--- src/rtl/four_12_12_st2_bias_ctrl_pkg.sv ---
// Shared types and constants for the stage-2 bias memory controller.
// Holds the memory port struct, the controller FSM states and the saturating adder.
package four_12_12_st2_bias_ctrl_pkg;

    localparam int DEPTH  = 4;
    localparam int ADDR_W = $clog2(DEPTH);
    localparam int DATA_W = 32;

    localparam logic [DATA_W-1:0] BIAS_MAX = {1'b0, {(DATA_W-1){1'b1}}};
    localparam logic [DATA_W-1:0] BIAS_MIN = {1'b1, {(DATA_W-1){1'b0}}};

    typedef struct packed {
        logic              wr_en;
        logic [ADDR_W-1:0] wr_addr;
        logic              rd_en;
        logic [ADDR_W-1:0] rd_addr;
    } bias_int_32_4_t;

    typedef enum logic [1:0] {
        ST_IDLE,
        ST_LOAD,
        ST_UPDATE,
        ST_STREAM
    } state_e;

    // Overflow shows up as the two top bits of the sign-extended sum disagreeing.
    function automatic logic [DATA_W-1:0] sat_add(input logic [DATA_W-1:0] a,
                                                  input logic [DATA_W-1:0] b);
        logic [DATA_W:0] sum;
        sum = {a[DATA_W-1], a} + {b[DATA_W-1], b};
        if (sum[DATA_W] != sum[DATA_W-1]) begin
            return sum[DATA_W] ? BIAS_MIN : BIAS_MAX;
        end
        return sum[DATA_W-1:0];
    endfunction

endpackage

--- src/rtl/four_12_12_st2_bias_skid.sv ---
// Two-entry FIFO that buffers streamed bias words (plus last flag) so that
// reads already in flight are never lost when the consumer stalls.
module four_12_12_st2_bias_skid
    import four_12_12_st2_bias_ctrl_pkg::*;
(
    input  logic              clk_i,
    input  logic              rst_ni,
    input  logic              in_valid_i,
    input  logic [DATA_W-1:0] in_data_i,
    input  logic              in_last_i,
    output logic              out_valid_o,
    input  logic              out_ready_i,
    output logic [DATA_W-1:0] out_data_o,
    output logic              out_last_o,
    output logic [1:0]        count_o
);

    logic [DATA_W:0] entry_q [2];
    logic            wr_ptr_q;
    logic            rd_ptr_q;
    logic [1:0]      count_q;
    logic            push;
    logic            pop;

    assign out_valid_o = (count_q != 2'd0);
    assign pop         = out_valid_o & out_ready_i;
    assign push        = in_valid_i & (count_q != 2'd2);
    assign out_data_o  = entry_q[rd_ptr_q][DATA_W-1:0];
    assign out_last_o  = out_valid_o & entry_q[rd_ptr_q][DATA_W];
    assign count_o     = count_q;

    always_ff @(posedge clk_i or negedge rst_ni) begin
        if (!rst_ni) begin
            entry_q[0] <= '0;
            entry_q[1] <= '0;
            wr_ptr_q   <= 1'b0;
            rd_ptr_q   <= 1'b0;
            count_q    <= 2'd0;
        end else begin
            if (push) begin
                entry_q[wr_ptr_q] <= {in_last_i, in_data_i};
                wr_ptr_q          <= ~wr_ptr_q;
            end
            if (pop) begin
                rd_ptr_q <= ~rd_ptr_q;
            end
            case ({push, pop})
                2'b10:   count_q <= count_q + 2'd1;
                2'b01:   count_q <= count_q - 2'd1;
                default: count_q <= count_q;
            endcase
        end
    end

endmodule

--- src/rtl/four_12_12_st2_bias_ctrl.sv ---
// Sole master of the stage-2 bias memory: bulk load, saturating training
// updates by read-modify-write, and streaming of all biases to the accumulator.
module four_12_12_st2_bias_ctrl
    import four_12_12_st2_bias_ctrl_pkg::*;
(
    input  logic              clk_i,
    input  logic              rst_ni,
    input  logic              load_valid_i,
    output logic              load_ready_o,
    input  logic [DATA_W-1:0] load_data_i,
    input  logic              upd_valid_i,
    output logic              upd_ready_o,
    input  logic [DATA_W-1:0] upd_data_i,
    input  logic              strm_req_i,
    output logic              strm_ack_o,
    output logic              out_valid_o,
    input  logic              out_ready_i,
    output logic [DATA_W-1:0] out_data_o,
    output logic              out_last_o,
    output logic              busy_o,
    output bias_int_32_4_t    bias_int_o,
    output logic [DATA_W-1:0] bias_int_wr_data_o,
    input  logic [DATA_W-1:0] bias_int_rd_data_i
);

    state_e            state_q;
    logic [ADDR_W-1:0] cnt_q;
    logic              phase_b_q;
    logic              last_issued_q;
    logic              rd_pend_q;
    logic              rd_pend_last_q;
    logic              load_ready_q;
    logic              upd_ready_q;
    logic              strm_ack_q;
    logic              busy_q;

    logic              cnt_at_end;
    logic [ADDR_W-1:0] cnt_next;
    logic              load_fire;
    logic              upd_read;
    logic              upd_write;
    logic              strm_read;
    logic              skid_pop;
    logic [1:0]        skid_count;
    logic [2:0]        credit;

    assign cnt_at_end = (cnt_q == ADDR_W'(DEPTH - 1));
    assign cnt_next   = cnt_at_end ? '0 : cnt_q + ADDR_W'(1);
    assign load_fire  = (state_q == ST_LOAD) & load_valid_i;
    assign upd_read   = (state_q == ST_UPDATE) & ~phase_b_q & upd_valid_i;
    assign upd_write  = (state_q == ST_UPDATE) & phase_b_q;
    assign skid_pop   = out_valid_o & out_ready_i;

    // A word leaving the buffer this cycle frees its slot in time for a read issued now.
    assign credit    = {1'b0, skid_count} - {2'b00, skid_pop} + {2'b00, rd_pend_q};
    assign strm_read = (state_q == ST_STREAM) & ~last_issued_q & (credit < 3'd2);

    assign load_ready_o = load_ready_q;
    assign upd_ready_o  = upd_ready_q;
    assign strm_ack_o   = strm_ack_q;
    assign busy_o       = busy_q;

    always_comb begin
        bias_int_o         = '0;
        bias_int_wr_data_o = '0;
        if (load_fire) begin
            bias_int_o.wr_en   = 1'b1;
            bias_int_o.wr_addr = cnt_q;
            bias_int_wr_data_o = load_data_i;
        end else if (upd_write) begin
            bias_int_o.wr_en   = 1'b1;
            bias_int_o.wr_addr = cnt_q;
            bias_int_wr_data_o = sat_add(bias_int_rd_data_i, upd_data_i);
        end
        if (upd_read || strm_read) begin
            bias_int_o.rd_en   = 1'b1;
            bias_int_o.rd_addr = cnt_q;
        end
    end

    always_ff @(posedge clk_i or negedge rst_ni) begin
        if (!rst_ni) begin
            state_q        <= ST_IDLE;
            cnt_q          <= '0;
            phase_b_q      <= 1'b0;
            last_issued_q  <= 1'b0;
            rd_pend_q      <= 1'b0;
            rd_pend_last_q <= 1'b0;
            load_ready_q   <= 1'b0;
            upd_ready_q    <= 1'b0;
            strm_ack_q     <= 1'b0;
            busy_q         <= 1'b0;
        end else begin
            strm_ack_q     <= 1'b0;
            rd_pend_q      <= strm_read;
            rd_pend_last_q <= strm_read & cnt_at_end;
            case (state_q)
                ST_IDLE: begin
                    cnt_q         <= '0;
                    phase_b_q     <= 1'b0;
                    last_issued_q <= 1'b0;
                    if (load_valid_i) begin
                        state_q      <= ST_LOAD;
                        load_ready_q <= 1'b1;
                        busy_q       <= 1'b1;
                    end else if (upd_valid_i) begin
                        state_q <= ST_UPDATE;
                        busy_q  <= 1'b1;
                    end else if (strm_req_i) begin
                        state_q    <= ST_STREAM;
                        strm_ack_q <= 1'b1;
                        busy_q     <= 1'b1;
                    end
                end
                ST_LOAD: begin
                    if (load_valid_i) begin
                        cnt_q <= cnt_next;
                        if (cnt_at_end) begin
                            state_q      <= ST_IDLE;
                            load_ready_q <= 1'b0;
                            busy_q       <= 1'b0;
                        end
                    end
                end
                ST_UPDATE: begin
                    if (phase_b_q) begin
                        phase_b_q   <= 1'b0;
                        upd_ready_q <= 1'b0;
                        cnt_q       <= cnt_next;
                        if (cnt_at_end) begin
                            state_q <= ST_IDLE;
                            busy_q  <= 1'b0;
                        end
                    end else if (upd_valid_i) begin
                        phase_b_q   <= 1'b1;
                        upd_ready_q <= 1'b1;
                    end
                end
                ST_STREAM: begin
                    if (strm_read) begin
                        cnt_q <= cnt_next;
                        if (cnt_at_end) begin
                            last_issued_q <= 1'b1;
                        end
                    end
                    if (last_issued_q && skid_pop && out_last_o) begin
                        state_q       <= ST_IDLE;
                        busy_q        <= 1'b0;
                        last_issued_q <= 1'b0;
                    end
                end
                default: begin
                    state_q <= ST_IDLE;
                    busy_q  <= 1'b0;
                end
            endcase
        end
    end

    four_12_12_st2_bias_skid u_skid (
        .clk_i       (clk_i),
        .rst_ni      (rst_ni),
        .in_valid_i  (rd_pend_q),
        .in_data_i   (bias_int_rd_data_i),
        .in_last_i   (rd_pend_last_q),
        .out_valid_o (out_valid_o),
        .out_ready_i (out_ready_i),
        .out_data_o  (out_data_o),
        .out_last_o  (out_last_o),
        .count_o     (skid_count)
    );

    a_no_rd_wr_same_addr : assert property (@(posedge clk_i) disable iff (!rst_ni)
        !(bias_int_o.wr_en && bias_int_o.rd_en && (bias_int_o.wr_addr == bias_int_o.rd_addr)));

    a_skid_no_overflow : assert property (@(posedge clk_i) disable iff (!rst_ni)
        !(rd_pend_q && (skid_count == 2'd2) && !skid_pop));

endmodule
--- config.mk ---
export PLATFORM = sky130hd
export DESIGN_NAME = four_12_12_st2_bias_ctrl
export DESIGN_NICKNAME = d
export VERILOG_FILES = /design/src/rtl/four_12_12_st2_bias_ctrl_pkg.sv /design/src/rtl/four_12_12_st2_bias_skid.sv /design/src/rtl/four_12_12_st2_bias_ctrl.sv
export SDC_FILE = /design/constraint.sdc
export NUM_CORES = 1
export LEC_CHECK = 0
export ABC_AREA = 1
export CORE_MARGIN = 2
export CORE_UTILIZATION = 30
export CTS_CLUSTER_DIAMETER = 80
export DETAILED_ROUTE_END_ITERATION = 8
export PLACE_DENSITY = 0.61
export SYNTH_ARGS = -nofsm -noshare
export SYNTH_HDL_FRONTEND = slang
export SYNTH_SLANG_ARGS = --single-unit
--- constraint.sdc ---
create_clock -name clk_i -period 3.31 [get_ports clk_i]
set_clock_uncertainty 0.15 [all_clocks]
set_input_delay 0.662 -clock clk_i [delete_from_list [all_inputs] [get_ports clk_i]]
set_output_delay 0.662 -clock clk_i [all_outputs]
set_load 0.02 [all_outputs]
==> results of run 1 <==
[cells in the final DEF, fill, tap and decap left out, types with 5 or more instances in the layout]
cell type,count
nand2_1,358
buf_4,197
inv_1,115
nand2_2,91
dfrtp_1,82
o21ai_0,77
clkdlybuf4s50_1,76
nand2_4,38
nor2_1,36
ha_4,33
buf_6,33
clkbuf_2,33
nand3_1,20
a21oi_1,18
dlygate4sd2_1,17
nand3_2,16
inv_2,14
xnor2_1,14
a21oi_2,12
nand3_4,12
nand3b_1,11
nor2_4,11
a21oi_4,10
nor2_2,10
clkbuf_16,10
buf_12,8
diode_2,6
nor3_1,6
ha_1,6
buf_2,6
nor3_2,5
o21bai_1,5
xor2_1,5
nand4_1,5
clkdlybuf4s15_1,5
[area by class of cell]
class                      instances  area share (%)
clock inverter                     6           0.421
multi-input combinational        817            45.3
antenna                            6           0.126
tap                              285            3.00
timing repair buffer             382            27.7
sequential                        82            17.3
clock buffer                      10            2.01
inverter                         130            4.11
[cells by family after synthesis]
family	synth area share [%]
buffers and inverters	10.0
AND/OR/NAND/NOR	39.0
adder cells (fa/ha/maj)	7.76
flip-flops	30.2
AO/OA/AOI/OAI	10.3
XOR/XNOR	2.70
[through the flow]
step                      instance area, um2  hold WS, ns
after global placement                  9930        0.311
after CTS                              11300        0.332
after detailed placement                9930        0.316
final                                  11900        0.330
after global routing                   11900        0.352
after floorplan                         6800        0.216
[final timing paths]
check / start / end / slack, ns / cells after the start
min: u_skid.entry_q[65]$_DFFE_PN0P_ / u_skid.entry_q[65]$_DFFE_PN0P_ / 0.33 / 2
min in group asynchronous: rst_ni / u_skid.entry_q[35]$_DFFE_PN0P_ / 0.37 / 1
min reg2reg: u_skid.entry_q[65]$_DFFE_PN0P_ / u_skid.entry_q[65]$_DFFE_PN0P_ / 0.33 / 2
max: bias_int_rd_data_i[20] / bias_int_wr_data_o[10] / -0.23 / 17
max reg2reg: u_skid.count_o[1]$_DFFE_PN0P_ / state_q[0]$_DFFE_PN0P_ / 0.16 / 24
max in group asynchronous: rst_ni / u_skid.entry_q[24]$_DFFE_PN0P_ / 1.99 / 1
[power breakdown]
| part | leakage (nW) | switching [mW] | internal (mW) |
|---|---|---|---|
| Clock | 0.136 | 0.422 | 0.536 |
| Combinational | 5.05 | 2.35 | 2.04 |
| Sequential | 0.941 | 0.243 | 1.46 |
| Total | 6.13 | 3.01 | 4.04 |
[registers in the layout (all words and copies together), names as in the netlist]
signal	count
u_skid.wr_ptr_q	1
cnt_q	2
u_skid.entry_q	66
state_q	2
load_ready_o	1
u_skid.rd_ptr_q	1
rd_pend_last_q	1
u_skid.count_o	2
phase_b_q	1
rd_pend_q	1
busy_o	1
strm_ack_o	1
upd_ready_o	1
last_issued_q	1
[repair_timing]
action                                  4_1_cts  5_1_grt
hold buffers                                  0        0
pin swaps                                    78       98
hold endpoints to repair                      0        0
gates resized for setup                     441      225
gates cloned                                  5        2
endpoints found under the setup margin       35       38
setup buffers                                33       17
[synthesized netlist by cell type (all sizes together) (5+ instances only)]
library cell	number	share of area, %
nand3	48	5.1
inv	129	7.1
nand3b	11	1.2
ha	39	7.2
dfrtp	82	30
nand2	487	28
xnor2	15	1.9
o21ai	79	5.8
nor2	57	3.1
nor3	12	1.0
o21bai	7	0.77
buf	10	1.6
xor2	6	0.77
nand4	5	0.46
clkbuf	23	1.3
a21oi	40	3.3
[critical path, cell delays in order]
cell and delay [ns]:
clkdlybuf4s15_2 0.23, ha_4 0.28, buf_6 0.11, nand2_2 0.07, nor2_4 0.11, nand2_1 0.08
nand2_2 0.09, a21oi_4 0.08, buf_4 0.15, nand3_4 0.07, nand2_4 0.07, a21oi_4 0.19
buf_6 0.16, buf_16 0.15, nand2_2 0.07, nand2_2 0.06, buf_6 0.11
[routing by layer]
layer  up-vias  track usage (%)
li1       4036                -
met4         0             6.66
met5         -                0
met1      3603             24.3
met3        37             1.96
met2       187             34.1
==> impl_metrics.csv, run 1 <==
group,metric,value,unit
routing,antenna_left,0,
die,fp-row-count,55,
routing,drc,0,
sta,hold_violations,0,
synthesis,yosys_warnings,0,
setup_path,worst_ep_arrival_time,2.73,ns
synthesis,ys_async_sr_fraction,100,%
routing,wl_met2,12000,um
setup_path,startpoint_type,"primary input",
cts,cts_tree,"built",
hold_path,hold_path_class,"reg -> reg",
place,post-place-ws,-1.06,ns
sta,slew_violations,0,
die,core,22400,um2
cts,cts-root-buf,"clkbuf_16",
setup_path,worstSetupPathType,"in -> out",
place,port_buffers,177,
job,cap_violations,0,
power_and_ir_drop,peakVddDrop,286,uV
sta,fin_tns_setup,-6.48,ns
setup_path,critPathRequiredTime,2.50,ns
grt,grt_pass1_vias,7710,
sta,relSlewSlack,30.4,%
die,die_h,155,um
routing,finalWirelength,23800,um
place,placed_cells,1643,
power_and_ir_drop,power_density,594,nW/um2
routing,drtIter0Drc,420,
die,die_w,155,um
synthesis,seq_area_frac_synth,30.2,%
sta,worst_pin_slew,1.04,ns
cts,htreeDepth,3,
place,hpwl,17100,um
setup_path,critical_path_peak_fanout,7,
final_layout,seqCellArea,2050,um2
routing,drt-met1-wl,10300,um
routing,dr_total_vias,7863,
cts,cts.sinks,82,
cts,ctsLongestPathBuffers,2,
routing,vias_per_cell,4.58,
place,gp_congestion,0.906,
sta,period_share,107,%
grt,grt_pass1_wl,37200,um
grt,track_usage,19.2,%
final_layout,finalCoreUtilization,53.0,%
final_layout,nets,1565,
final_layout,syn2layout_area_growth,74.7,%
routing,firstDrtPassIters,5,
synthesis,synth_cells,1062,
power_and_ir_drop,p_total,7.05,mW
die,dieArea,23900,um2
final_layout,multi_input_comb_area,5380,um2
status,outcome,"complete, but fails checks",
status,violations,"setup timing",
routing,wl_met3,836,um
setup_path,worstSetupEndpointType,"output pin",
sta,setup_ws,-0.235,ns
grt,grt_max_degree,83,
die,ioPinCount,178,
synthesis,yosys.cell_types.count,34,
final_layout,stdcell_count,1718,
final_layout,drive_above_1_share,39.6,%
sta,fmax,0.282,GHz
synthesis,syn_area,6800,um2
cts,clkTransAtPathRegs,0.06,ns
routing,wl_per_cell,13.9,um
synthesis,synth_edf_count,0,
final_layout,fillers,2144,
cts,clk_latency,0.34,ns
sta,post-route-min-period,3.54,ns
routing,top_layer,"met4",
grt,antenna_found_initial,6,
grt,grt_remaining_overflow,0,
sta,rsz0062_at_grt,"true",
die,start_util,30.3,%
synthesis,avgSynthCellArea,6.40,um2
synthesis,synth_fp_nets,1205,
cts,numCtsBuffers,9,
power_and_ir_drop,leakagePower,6.13,nW
sta,setup-violations-final,32,
synthesis,synth-seq-cells,82,
synthesis,synth-main-ff-cell,"dfrtp_1",
Note: power is estimated with default switching activity, not from simulation.
==> inputs of run 2 (changes only) <==
--- a/config.mk
+++ b/config.mk
@@ -7,10 +7,11 @@
 export LEC_CHECK = 0
 export ABC_AREA = 1
 export CORE_MARGIN = 2
-export CORE_UTILIZATION = 30
+export CORE_UTILIZATION = 50
 export CTS_CLUSTER_DIAMETER = 80
+export CTS_CLUSTER_SIZE = 8
 export DETAILED_ROUTE_END_ITERATION = 8
-export PLACE_DENSITY = 0.61
+export PLACE_DENSITY = 0.89
 export SYNTH_ARGS = -nofsm -noshare
 export SYNTH_HDL_FRONTEND = slang
 export SYNTH_SLANG_ARGS = --single-unit
==> run 2 against run 1 <==
The flow now stops in 5_1_grt; area after synthesis did not move; synthesized cell count did not move.
==> impl_metrics.csv, run 2 <==
group,metric,value,unit
die,fp-row-count,42,
cts,htreeDepth,3,
synthesis,synth_fp_nets,1205,
synthesis,yosys.cell_types.count,34,
cts,numCtsBuffers,9,
synthesis,synthAdderAreaFrac,7.76,%
synthesis,synth_cells,1062,
cts,cts-root-buf,"clkbuf_16",
synthesis,yosys.area_share.simple,39.0,%
synthesis,synth-seq-cells,82,
synthesis,avgSynthCellArea,6.40,um2
synthesis,synth.area.top_cells,"dfrtp_1 30%, nand2_1 26%, ha_1 7.2%",
synthesis,synth_edf_count,0,
die,ioPinCount,178,
synthesis,ys_async_sr_fraction,100,%
synthesis,synth_compound_area_share,10.3,%
grt,track_usage,74.2,%
synthesis,synth_top_family_by_area,"simple AND/OR/NAND/NOR gates",
sta,postGrtWorstEndpoint,"bias_int_wr_data_o[30]",
synthesis,synth_top_cell_area_share,30.2,%
synthesis,synthMuxAreaShare,0,%
synthesis,seq_area_frac_synth,30.2,%
synthesis,ys_top_cells_by_count,"470 x nand2_1, 123 x inv_1, 82 x dfrtp_1, 78 x o21ai_0, 57 x nor2_1",
synthesis,synth_xor_area_share,2.70,%
synthesis,yosys_warnings,0,
place,port_buffers,177,
die,die_h,121,um
place,gp_congestion,0.914,
grt,grt_remaining_overflow,1,
synthesis,synth-main-ff-cell,"dfrtp_1",
place,placed_cells,1528,
synthesis,syn_area,6800,um2
place,hpwl,16600,um
status,stop_error,"[ERROR GRT-0232] Routing congestion too high. Check the congestion heatmap in the GUI.",
status,lastStage,"5_1_grt",
die,start_util,51.4,%
die,die_w,121,um
synthesis,yosys.cell_count.top_type,"nand2_1",
synthesis,yosysTopAreaCell,"dfrtp_1",
status,outcome,"stopped before the end",
cts,cts.sinks,82,
cts,ctsLongestPathBuffers,2,
sta,endpoint_type,"primary output",
grt,grt_max_degree,83,
cts,hold_buffers,0,
==> run 2: cell counts after synthesis <==
No cell type changed its count.
==> run 2: logic make-up after synthesis <==
kind of cell | Yosys count
buffers and inverters | 163
adder cells (fa/ha/maj) | 41
AO/OA/AOI/OAI | 130
flip-flops | 82
XOR/XNOR | 21
AND/OR/NAND/NOR | 625
==> run 2: through the flow <==
step	worst slack [ns]	cell area (um2)
CTS	-0.285	11600
global placement	-0.965	9760
floorplan	0.00641	6800
detailed placement	-1.02	9760
==> run 2: what timing repair did <==
| item | 4_1_cts |
|---|---|
| pin swaps | 115 |
| resized for setup | 632 |
| hold endpoints to repair | 0 |
| setup endpoints to repair | 35 |
| cloned | 9 |
| setup buffers | 54 |
==> run 2: layer usage <==
metal,track usage [%],overflow
met1,71.1,0
met2,91.1,0
met3,60.8,0
met4,75.8,1
met5,29.8,0
==> inputs of run 3 (changes only) <==
--- a/config.mk
+++ b/config.mk
@@ -7,11 +7,9 @@
 export LEC_CHECK = 0
 export ABC_AREA = 1
 export CORE_MARGIN = 2
-export CORE_UTILIZATION = 50
-export CTS_CLUSTER_DIAMETER = 80
-export CTS_CLUSTER_SIZE = 8
+export CORE_UTILIZATION = 40
 export DETAILED_ROUTE_END_ITERATION = 8
-export PLACE_DENSITY = 0.89
+export PLACE_DENSITY_LB_ADDON = 0.15
 export SYNTH_ARGS = -nofsm -noshare
 export SYNTH_HDL_FRONTEND = slang
 export SYNTH_SLANG_ARGS = --single-unit
==> run 3 against run 2 <==
The flow now finishes, with violations (setup timing).
==> impl_metrics.csv, run 3 (synthesis gave the netlist of run 1 again) <==
group,metric,value,unit
final_layout,largest_reg_flops,66,
sta,post-route-min-period,3.63,ns
place,gp_congestion,0.857,
setup_path,worstSetupPathType,"in -> out",
place,post-place-ws,-1.06,ns
grt,track_usage,25.8,%
die,dieArea,18100,um2
status,violations,"setup timing",
cts,cts_tree,"built",
die,core,16600,um2
cts,cts.sinks,82,
sta,worst_pin_slew,1.03,ns
power_and_ir_drop,p_total,7.48,mW
setup_path,critPathRequiredTime,2.50,ns
sta,period_share,110,%
cts,cts-root-buf,"clkbuf_16",
setup_path,startpoint_type,"primary input",
final_layout,syn2layout_area_growth,82.3,%
routing,dr_total_vias,8349,
final_layout,drive_above_1_share,44.1,%
place,port_buffers,177,
sta,fmax,0.275,GHz
final_layout,final_cell_mix,"339 x nand2_1, 219 x buf_4, 112 x inv_1, 100 x nand2_2, 82 x dfrtp_1",
final_layout,nets,1612,
die,start_util,41.0,%
final_layout,fillers,1231,
sta,setup_ws,-0.324,ns
routing,drc,0,
cts,clkTransAtPathRegs,0.05,ns
cts,hold_buffers,0,
die,fp-row-count,47,
grt,grt_pass1_vias,8008,
cts,ctsLongestPathBuffers,2,
setup_path,worstSetupEndpointType,"output pin",
grt,grt_max_degree,83,
routing,vias_per_cell,4.92,
cts,clk_latency,0.34,ns
setup_path,worst_ep_arrival_time,2.82,ns
die,die_h,134,um
cts,htreeDepth,3,
die,ioPinCount,178,
power_and_ir_drop,peakVddDrop,503,uV
routing,firstDrtPassIters,5,
setup_path,critical_path_peak_fanout,6,
power_and_ir_drop,leakagePower,6.46,nW
sta,relSlewSlack,31.4,%
job,cap_violations,0,
routing,finalWirelength,25900,um
sta,hold-worst-slack,0.333,ns
routing,antenna_left,0,
final_layout,layout.cells.most_common,"nand2_1",
grt,grt_pass1_wl,37300,um
sta,fin_tns_setup,-7.87,ns
hold_path,hold_path_class,"reg -> reg",
grt,grt_remaining_overflow,0,
sta,slew_violations,0,
sta,rsz0062_at_grt,"true",
sta,hold_violations,0,
final_layout,regMostFlops,"u_skid.entry_q",
die,die_w,134,um
cts,numCtsBuffers,9,
grt,antenna_found_initial,3,
routing,wl_per_cell,15.3,um
power_and_ir_drop,power_density,603,nW/um2
routing,drtIter0Drc,477,
sta,setup-violations-final,33,
place,hpwl,16200,um
status,outcome,"complete, but fails checks",
run 3: stage by stage:
| step | area [um2] | std cells | util (%) |
|---|---|---|---|
| after floorplan | 6800 | 1062 | - |
| after global routing | 12400 | 1696 | 74.8 |
| final | 12400 | 1696 | 74.8 |
| after detailed placement | 9860 | 1578 | 59.5 |
| after CTS | 11800 | 1673 | 70.9 |
| after global placement | 9860 | 1578 | 59.5 |
run 3: worst paths after layout:
kind / startpoint / to / slack (ns) / depth (start not counted)
setup / recovery: upd_data_i[6] / bias_int_wr_data_o[12] / -0.32 / 21
hold / removal: u_skid.entry_q[12]$_DFFE_PN0P_ / u_skid.entry_q[12]$_DFFE_PN0P_ / 0.33 / 2
setup reg to reg: u_skid.count_o[1]$_DFFE_PN0P_ / state_q[0]$_DFFE_PN0P_ / 0.05 / 25
hold reg to reg: u_skid.entry_q[12]$_DFFE_PN0P_ / u_skid.entry_q[12]$_DFFE_PN0P_ / 0.33 / 2
max in group asynchronous: rst_ni / u_skid.entry_q[13]$_DFFE_PN0P_ / 1.97 / 1
min in group asynchronous: rst_ni / u_skid.entry_q[36]$_DFFE_PN0P_ / 0.34 / 1
run 3: routing by layer:
layer  vias up  GRT usage [%]  routed length [um]
li1       4122              -                   -
met1      3835           30.4               10100
met2       306           47.1               13400
met3        86           2.76                1070
met4         0           11.6                1280
met5         -              0                   0
run 3: area by class of cell:
cell class,instances,area [um2],share of cell area [%]
tap,220,275,2.22
inverter,130,490,3.96
antenna,3,7.51,0.0606
clock buffer,10,229,1.85
sequential,82,2050,16.6
timing repair buffer,429,3750,30.3
clock inverter,5,104,0.838
multi-input combinational,817,5480,44.2
run 3: worst max-delay path, stage by stage:
cell and delay [ns]:
clkbuf_2 0.11, ha_4 0.27, nand2_4 0.10, inv_2 0.05, a21oi_2 0.18, nand2_2 0.10, nand2_2 0.08, nand2_4 0.06
nand2_4 0.09, nand2_4 0.06, buf_6 0.12, nand2_4 0.06, nand2_4 0.06, buf_12 0.13, nand2_8 0.10, buf_12 0.14
buf_6 0.10, nand3_2 0.06, nand2_1 0.08, nand2_1 0.07, buf_6 0.13
run 3: timing repair:
item / 4_1_cts / 5_1_grt
buffers inserted: 73 / 30
gates cloned: 7 / 1
endpoints found under the setup margin: 35 / 40
pin swaps: 86 / 147
gates resized for setup: 549 / 255
run 3: report_power, final:
part / leakage (nW) / total, mW / switching, mW / internal, mW
clock: 0.163 / 1.11 / 0.380 / 0.732
combinational: 5.36 / 4.64 / 2.44 / 2.20
sequential: 0.941 / 1.72 / 0.261 / 1.46
total: 6.46 / 7.48 / 3.09 / 4.39
==> inputs of run 4 (changes only) <==
--- a/config.mk
+++ b/config.mk
@@ -9,6 +9,7 @@
 export CORE_MARGIN = 2
 export CORE_UTILIZATION = 40
 export DETAILED_ROUTE_END_ITERATION = 8
+export GPL_ROUTABILITY_DRIVEN = 0
 export PLACE_DENSITY_LB_ADDON = 0.15
 export SYNTH_ARGS = -nofsm -noshare
 export SYNTH_HDL_FRONTEND = slang
==> results of run 4 <==
No change in the layout: final DEF, timing and power equal those of run 3.
